## src/rtl/regfile_pkg.sv

```systemverilog
// rtl/regfile_pkg.sv - shared types, default sizes and helpers for the multi-port register file
package regfile_pkg;

    // Clear engine state: sweeping zeros into the array, or contents usable.
    typedef enum logic {
        RF_CLEAR = 1'b0,
        RF_READY = 1'b1
    } rf_state_e;

    localparam int RF_DATA_W = 64;
    localparam int RF_DEPTH  = 32;
    localparam int RF_NUM_RD = 2;

    // Address width for a given depth; a single-entry file still carries one address bit.
    function automatic int rf_addr_w(input int depth);
        return (depth > 1) ? $clog2(depth) : 1;
    endfunction

endpackage

```

## src/rtl/regfile_rd_port.sv

```systemverilog
// rtl/regfile_rd_port.sv - one combinational read port: not-ready/zero/range/bypass/array mux
module regfile_rd_port
    import regfile_pkg::*;
#(
    parameter int DATA_W   = RF_DATA_W,
    parameter int DEPTH    = RF_DEPTH,
    parameter int ADDR_W   = rf_addr_w(DEPTH),
    parameter int ZERO_REG = 1,
    parameter int BYPASS   = 1
) (
    input  logic              ready,
    input  logic [ADDR_W-1:0] ra,
    input  logic              wr_legal,
    input  logic [ADDR_W-1:0] wa,
    input  logic [DATA_W-1:0] wd,
    input  logic [DATA_W-1:0] mem_data,
    output logic [DATA_W-1:0] rd
);

    // One extra bit so DEPTH itself is representable when DEPTH is a power of two.
    localparam logic [ADDR_W:0] DEPTH_X = (ADDR_W + 1)'(DEPTH);

    logic in_range;
    logic is_zero;
    logic fwd_hit;

    assign in_range = ({1'b0, ra} < DEPTH_X);
    assign is_zero  = (ZERO_REG != 0) && (ra == '0);
    // wr_legal already folds in ready, the zero entry and the range check on wa.
    assign fwd_hit  = (BYPASS != 0) && wr_legal && (wa == ra);

    // Priority select: not ready, hardwired zero, out of range, forwarded write, array.
    always_comb begin
        rd = mem_data;
        if (!ready) begin
            rd = '0;
        end else if (is_zero) begin
            rd = '0;
        end else if (!in_range) begin
            rd = '0;
        end else if (fwd_hit) begin
            rd = wd;
        end
    end

endmodule

```

## src/rtl/regfile_mp.sv

```systemverilog
// rtl/regfile_mp.sv - multi-read-port register file with clear engine and optional bypass
module regfile_mp
    import regfile_pkg::*;
#(
    parameter int DATA_W   = RF_DATA_W,
    parameter int DEPTH    = RF_DEPTH,
    parameter int ADDR_W   = rf_addr_w(DEPTH),
    parameter int NUM_RD   = RF_NUM_RD,
    parameter int ZERO_REG = 1,
    parameter int BYPASS   = 1
) (
    input  logic                          clk,
    input  logic                          reset,
    input  logic                          clear_req,
    output logic                          ready,
    input  logic                          we,
    input  logic [ADDR_W-1:0]             wa,
    input  logic [DATA_W-1:0]             wd,
    input  logic [NUM_RD-1:0][ADDR_W-1:0] ra,
    output logic [NUM_RD-1:0][DATA_W-1:0] rd
);

    localparam logic [ADDR_W:0]   DEPTH_X  = (ADDR_W + 1)'(DEPTH);
    localparam logic [ADDR_W-1:0] LAST_IDX = ADDR_W'(DEPTH - 1);

    rf_state_e         state;
    rf_state_e         state_nxt;
    logic [ADDR_W-1:0] clr_ptr;
    logic              wr_legal;

    // Storage has no reset; the sweep below is what makes it all-zero.
    logic [DATA_W-1:0] mem [DEPTH];

    assign ready = (state == RF_READY);

    // A write lands only when ready, in range, and not aimed at the hardwired zero entry.
    assign wr_legal = ready && we
                    && ({1'b0, wa} < DEPTH_X)
                    && !((ZERO_REG != 0) && (wa == '0));

    // Clear engine next state: finish after the last entry, restart on request when ready.
    always_comb begin
        state_nxt = state;
        case (state)
            RF_CLEAR: if (clr_ptr == LAST_IDX) state_nxt = RF_READY;
            RF_READY: if (clear_req) state_nxt = RF_CLEAR;
            default:  state_nxt = RF_CLEAR;
        endcase
    end

    // State register and sweep pointer; reset at any time restarts the sweep at entry 0.
    always_ff @(posedge clk or posedge reset) begin
        if (reset) begin
            state   <= RF_CLEAR;
            clr_ptr <= '0;
        end else begin
            state <= state_nxt;
            if (state == RF_CLEAR) begin
                clr_ptr <= (clr_ptr == LAST_IDX) ? '0 : clr_ptr + 1'b1;
            end else begin
                clr_ptr <= '0;
            end
        end
    end

    // Array write port: the sweep owns it while clearing, otherwise legal writes.
    always_ff @(posedge clk) begin
        if (state == RF_CLEAR) begin
            mem[clr_ptr] <= '0;
        end else if (wr_legal) begin
            mem[wa] <= wd;
        end
    end

    // Read ports; the array value is only used by the port when ra is in range.
    genvar gi;
    generate
        for (gi = 0; gi < NUM_RD; gi++) begin : g_rd
            logic [DATA_W-1:0] mem_data;

            assign mem_data = mem[ra[gi]];

            regfile_rd_port #(
                .DATA_W   (DATA_W),
                .DEPTH    (DEPTH),
                .ADDR_W   (ADDR_W),
                .ZERO_REG (ZERO_REG),
                .BYPASS   (BYPASS)
            ) u_rd_port (
                .ready    (ready),
                .ra       (ra[gi]),
                .wr_legal (wr_legal),
                .wa       (wa),
                .wd       (wd),
                .mem_data (mem_data),
                .rd       (rd[gi])
            );
        end
    endgenerate

endmodule

```

## config.mk

```make
export PLATFORM = sky130hd
export DESIGN_NAME = regfile_mp
export DESIGN_NICKNAME = d
export VERILOG_FILES = /design/src/rtl/regfile_pkg.sv /design/src/rtl/regfile_rd_port.sv /design/src/rtl/regfile_mp.sv
export SDC_FILE = /design/constraint.sdc
export NUM_CORES = 2
export LEC_CHECK = 0
export CAP_MARGIN = 20
export CORE_MARGIN = 2
export CORE_UTILIZATION = 60
export CTS_BUF_LIST = sky130_fd_sc_hd__clkbuf_16
export DETAILED_ROUTE_END_ITERATION = 8
export PLACE_DENSITY_LB_ADDON = 0.25
export SETUP_SLACK_MARGIN = 0.02
export SLEW_MARGIN = 5
export SYNTH_ARGS = -nofsm -noshare
export SYNTH_HDL_FRONTEND = slang
export SYNTH_HIERARCHICAL = 1
export SYNTH_SLANG_ARGS = --single-unit
```

## constraint.sdc

```tcl
create_clock -name clk -period 11.81 [get_ports clk]
set_input_delay 3.543 -clock clk [delete_from_list [all_inputs] [get_ports clk]]
set_output_delay 3.543 -clock clk [all_outputs]
set_load 0.03 [all_outputs]
```

==> flow_summary.yaml <==
status:
  status: "completed"
yosys:
  syn-num-nets: 4830
  synth_top_cell_area_share: 0.630
  synth.avg_cell_area_um2: 20.6
  synthCells: 4745
  yosys_warnings: 6
  synth.ff_latch_count: 2054
  synth_ff_type: "edfxtp_1"
  synth.area.top_cells: "edfxtp_1 (63%), mux4_2 (26%), mux2_2 (2.6%)"
  async_flop_share: 0.00292
  yosysTopAreaCell: "edfxtp_1"
  synth_area_mm2: 0.0976
  synth_edf_count: 2048
  synth_cell_type_count: 44
  seq_area_frac_synth: 0.632
timing:
  fmax_mhz: 91.6
  hold_viol: 0
  tns_ps: 0
  finalClockSkew_ps: 37.3
  finalSetupViolations: 0
  setup_ws_ps: 889
  slew_viol_final: 0
  slew_headroom: 0.161
  fin_crit_sh: 0.925
  fin_crit_ps: 10920
  rsz0062_at_grt: "false"
  tightest_slew_ps: 1250
grt:
  gr-total-overflow: 0
  grt_pass1_vias: 56000
  grt_pass1_wl_um: 413000
  antenna_found_initial: 4
  grt_use_met1: 0.483
  busiest_layer: "met2"
  use_met3: 0.0758
  grt_max_degree: 84
  track_usage: 0.352
  use_met2: 0.548
setup_path:
  r2r_setup_slack_ps: 7370
  end_kind: "output pin"
  worstRegToRegCells: 6
  crit_fanout: 83
  timing.rr.start: "ready"
  critPathBufInv: 3
  path_common_cell: "a211oi_1"
  cp_slowest_cell: "a211oi_1"
  cp.required_ps: 8270
  cp_slowest_stage_delay_ps: 730
  crit_chain: "buf_8 -> buf_4 -> mux4_2 -> nor2b_1 -> a211oi_1 -> a211oi_1 -> nand2_1 -> o21ai_1 -> clkdlybuf4s50_1"
  worstSetupPathType: "input port to output pin"
  cp-start-kind: "input port"
  r2r_end: "mem[10][36]"
  critPathArrivalTime_ps: 7380
  cp_top_family: "buffers and inverters"
worst_hold_path:
  hold_end: "clr_ptr[0]"
  hp-start: "clr_ptr[0]"
  hold_path_depth: 1
  hp-class: "flip-flop to flip-flop"
floorplan:
  core-area_mm2: 0.162
  ios: 212
  start_util: 0.602
  row_count: 148
  die_h_um: 407
  dieArea_mm2: 0.166
  die_x_um: 407
power:
  intPower_mw: 14.1
  p_leak_nw: 34.7
  switchingPower_mw: 5.16
  swShare: 0.268
  clockPowerShare: 0.346
  total_power_mw: 19.2
  p_per_area_mw_per_mm2: 175
  pwr-share-seq: 0.484
  ir_worst_vdd_v: 0.000169
  combPwrFrac: 0.171
clock_tree:
  ctsResizeCount: 0
  cts_tree: "done"
  clock_latency_ps: 850
  postCtsSetupBuffers: 0
  clockBufferDepth: 3
  cts.htree.levels: 4
  clockRootBuffer: "clkbuf_16"
  hold_buffers: 0
  clk_pin_slew_ps: 60
  numClockSinks: 2054
  cts_inserted_buffers: 204
drt:
  vias: 56200
  drc: 0
  first_iter_violations: 8573
  dr.pass1.iters: 6
  wire_per_inst_um: 39.7
  wirelength_um: 290000
  ant_nets: 0
  viasPerCell: 7.68
flow_run:
  cap_violations: 0
place:
  dp.final_hpwl_um: 159000
  pre_cts_slack_ps: 1040
  place_area_mm2: 0.103
  port_buffers: 211
  gp_congestion: 0.865
layout:
  design_area_mm2: 0.110
  nets: 5053
  area_growth_pct: 12.4
  drive_above_1_share: 0.377
-- registers in the layout, summed over array words and instances (netlist names) --
name and flops:
mem 2048, clr_ptr 5, ready 1
-- logic make-up (layout without fill, tap and decap cells) --
group                      Yosys count  in the layout  share of synthesized area
xor gates and xnor gates            12             12                    0.00108
AOI/OAI and AO/OA                  379            379                     0.0242
other                                0              6                          0
DFF                               2054           2054                      0.632
adders and majority gates            2              2                   0.000256
muxes                             1455           1455                      0.298
buffers and inverters              415            812                     0.0215
and+or+nand+nor                    428            428                     0.0235
-- cell usage in the layout, fill, tap and decap left out, drive strengths merged, types with 3 or more instances in the layout --
master / synthesis / routed
o21ai: 164 / 164
nor2b: 32 / 32
nand2: 134 / 134
xor2: 8 / 8
mux2: 225 / 225
nor3: 33 / 33
edfxtp: 2048 / 2048
or4: 3 / 3
buf: 252 / 221
nor2: 11 / 11
or2: 3 / 3
nand2b: 5 / 5
clkbuf: 155 / 209
a21boi: 26 / 26
and2: 70 / 70
clkinv: 0 / 97
a31oi: 7 / 7
a221o: 5 / 5
inv: 8 / 43
nand4: 128 / 128
clkinvlp: 0 / 12
a211oi: 54 / 54
clkdlybuf4s50: 0 / 202
mux4: 1136 / 1136
o22ai: 48 / 48
and3: 3 / 3
diode: 0 / 6
dfrtp: 6 / 6
a221oi: 36 / 36
xnor2: 4 / 4
a21oi: 30 / 30
bufinv: 0 / 28
mux2i: 94 / 94
-- synth_stat cells, types with 11 or more instances --
master / number
nor2b_1: 32
o21ai_1: 130
and2_1: 70
mux2_2: 225
nor3_1: 33
mux2i_1: 94
buf_1: 56
a21boi_0: 26
buf_6: 20
nand2_1: 134
a21oi_1: 30
buf_2: 110
edfxtp_1: 2048
clkbuf_1: 155
a221oi_1: 36
o21ai_0: 34
buf_4: 66
nor2_1: 11
mux4_2: 1136
o22ai_1: 48
nand4_1: 128
a211oi_1: 54
-- worst max-delay path by stage --
stage | startpoint | end | cells after the start
after floorplan | wa[1] | mem[5][0] | 6
after global placement | wa[0] | rd[76] | 9
after detailed placement | wa[0] | rd[70] | 9
after CTS | wa[0] | rd[70] | 9
after global routing | wa[1] | rd[78] | 9
final | ra[6] | rd[70] | 9
-- power groups by stage --
stage	Clock (mW)	Sequential, mW	Combinational, mW
after floorplan	0	9.37	1.97
after global placement	0	9.37	3.17
after detailed placement	0	9.43	3.21
after CTS	6.67	9.29	3.23
after global routing	6.95	9.37	3.35
final	6.65	9.30	3.29
-- area by class of cell --
class	count	area [um^2]
repair buffers	424	4400
diodes	6	15.0
clock inverters	172	1620
inverters	8	37.5
multi-input cells	2276	34100
clock buffers	208	5200
fillers	10000	52500
flip-flops and latches	2054	61600
well taps	2175	2720
-- layer usage --
metal,routed length (um),vias up,part of all wire
met2,138000,4456,0.48
met1,98800,29700,0.34
met5,13,-,0.000045
li1,-,21300,-
met4,16200,2,0.056
met3,37100,780,0.13
-- stage by stage --
step	hold WS, ps	util	cells
after floorplan	523	-	4745
after global placement	568	0.633	6929
after detailed placement	592	0.634	6932
after CTS	601	0.676	7312
after global routing	645	0.676	7318
final	608	0.676	7323
-- worst register-to-register path, stage by stage (launching register included) --
cell and delay, ps:
dfrtp_1 730, nand2_1 350, a211oi_1 350, o21ai_1 360
nor3_2 510, buf_4 800, buf_4 920
Note: power is estimated with default switching activity, not from simulation.
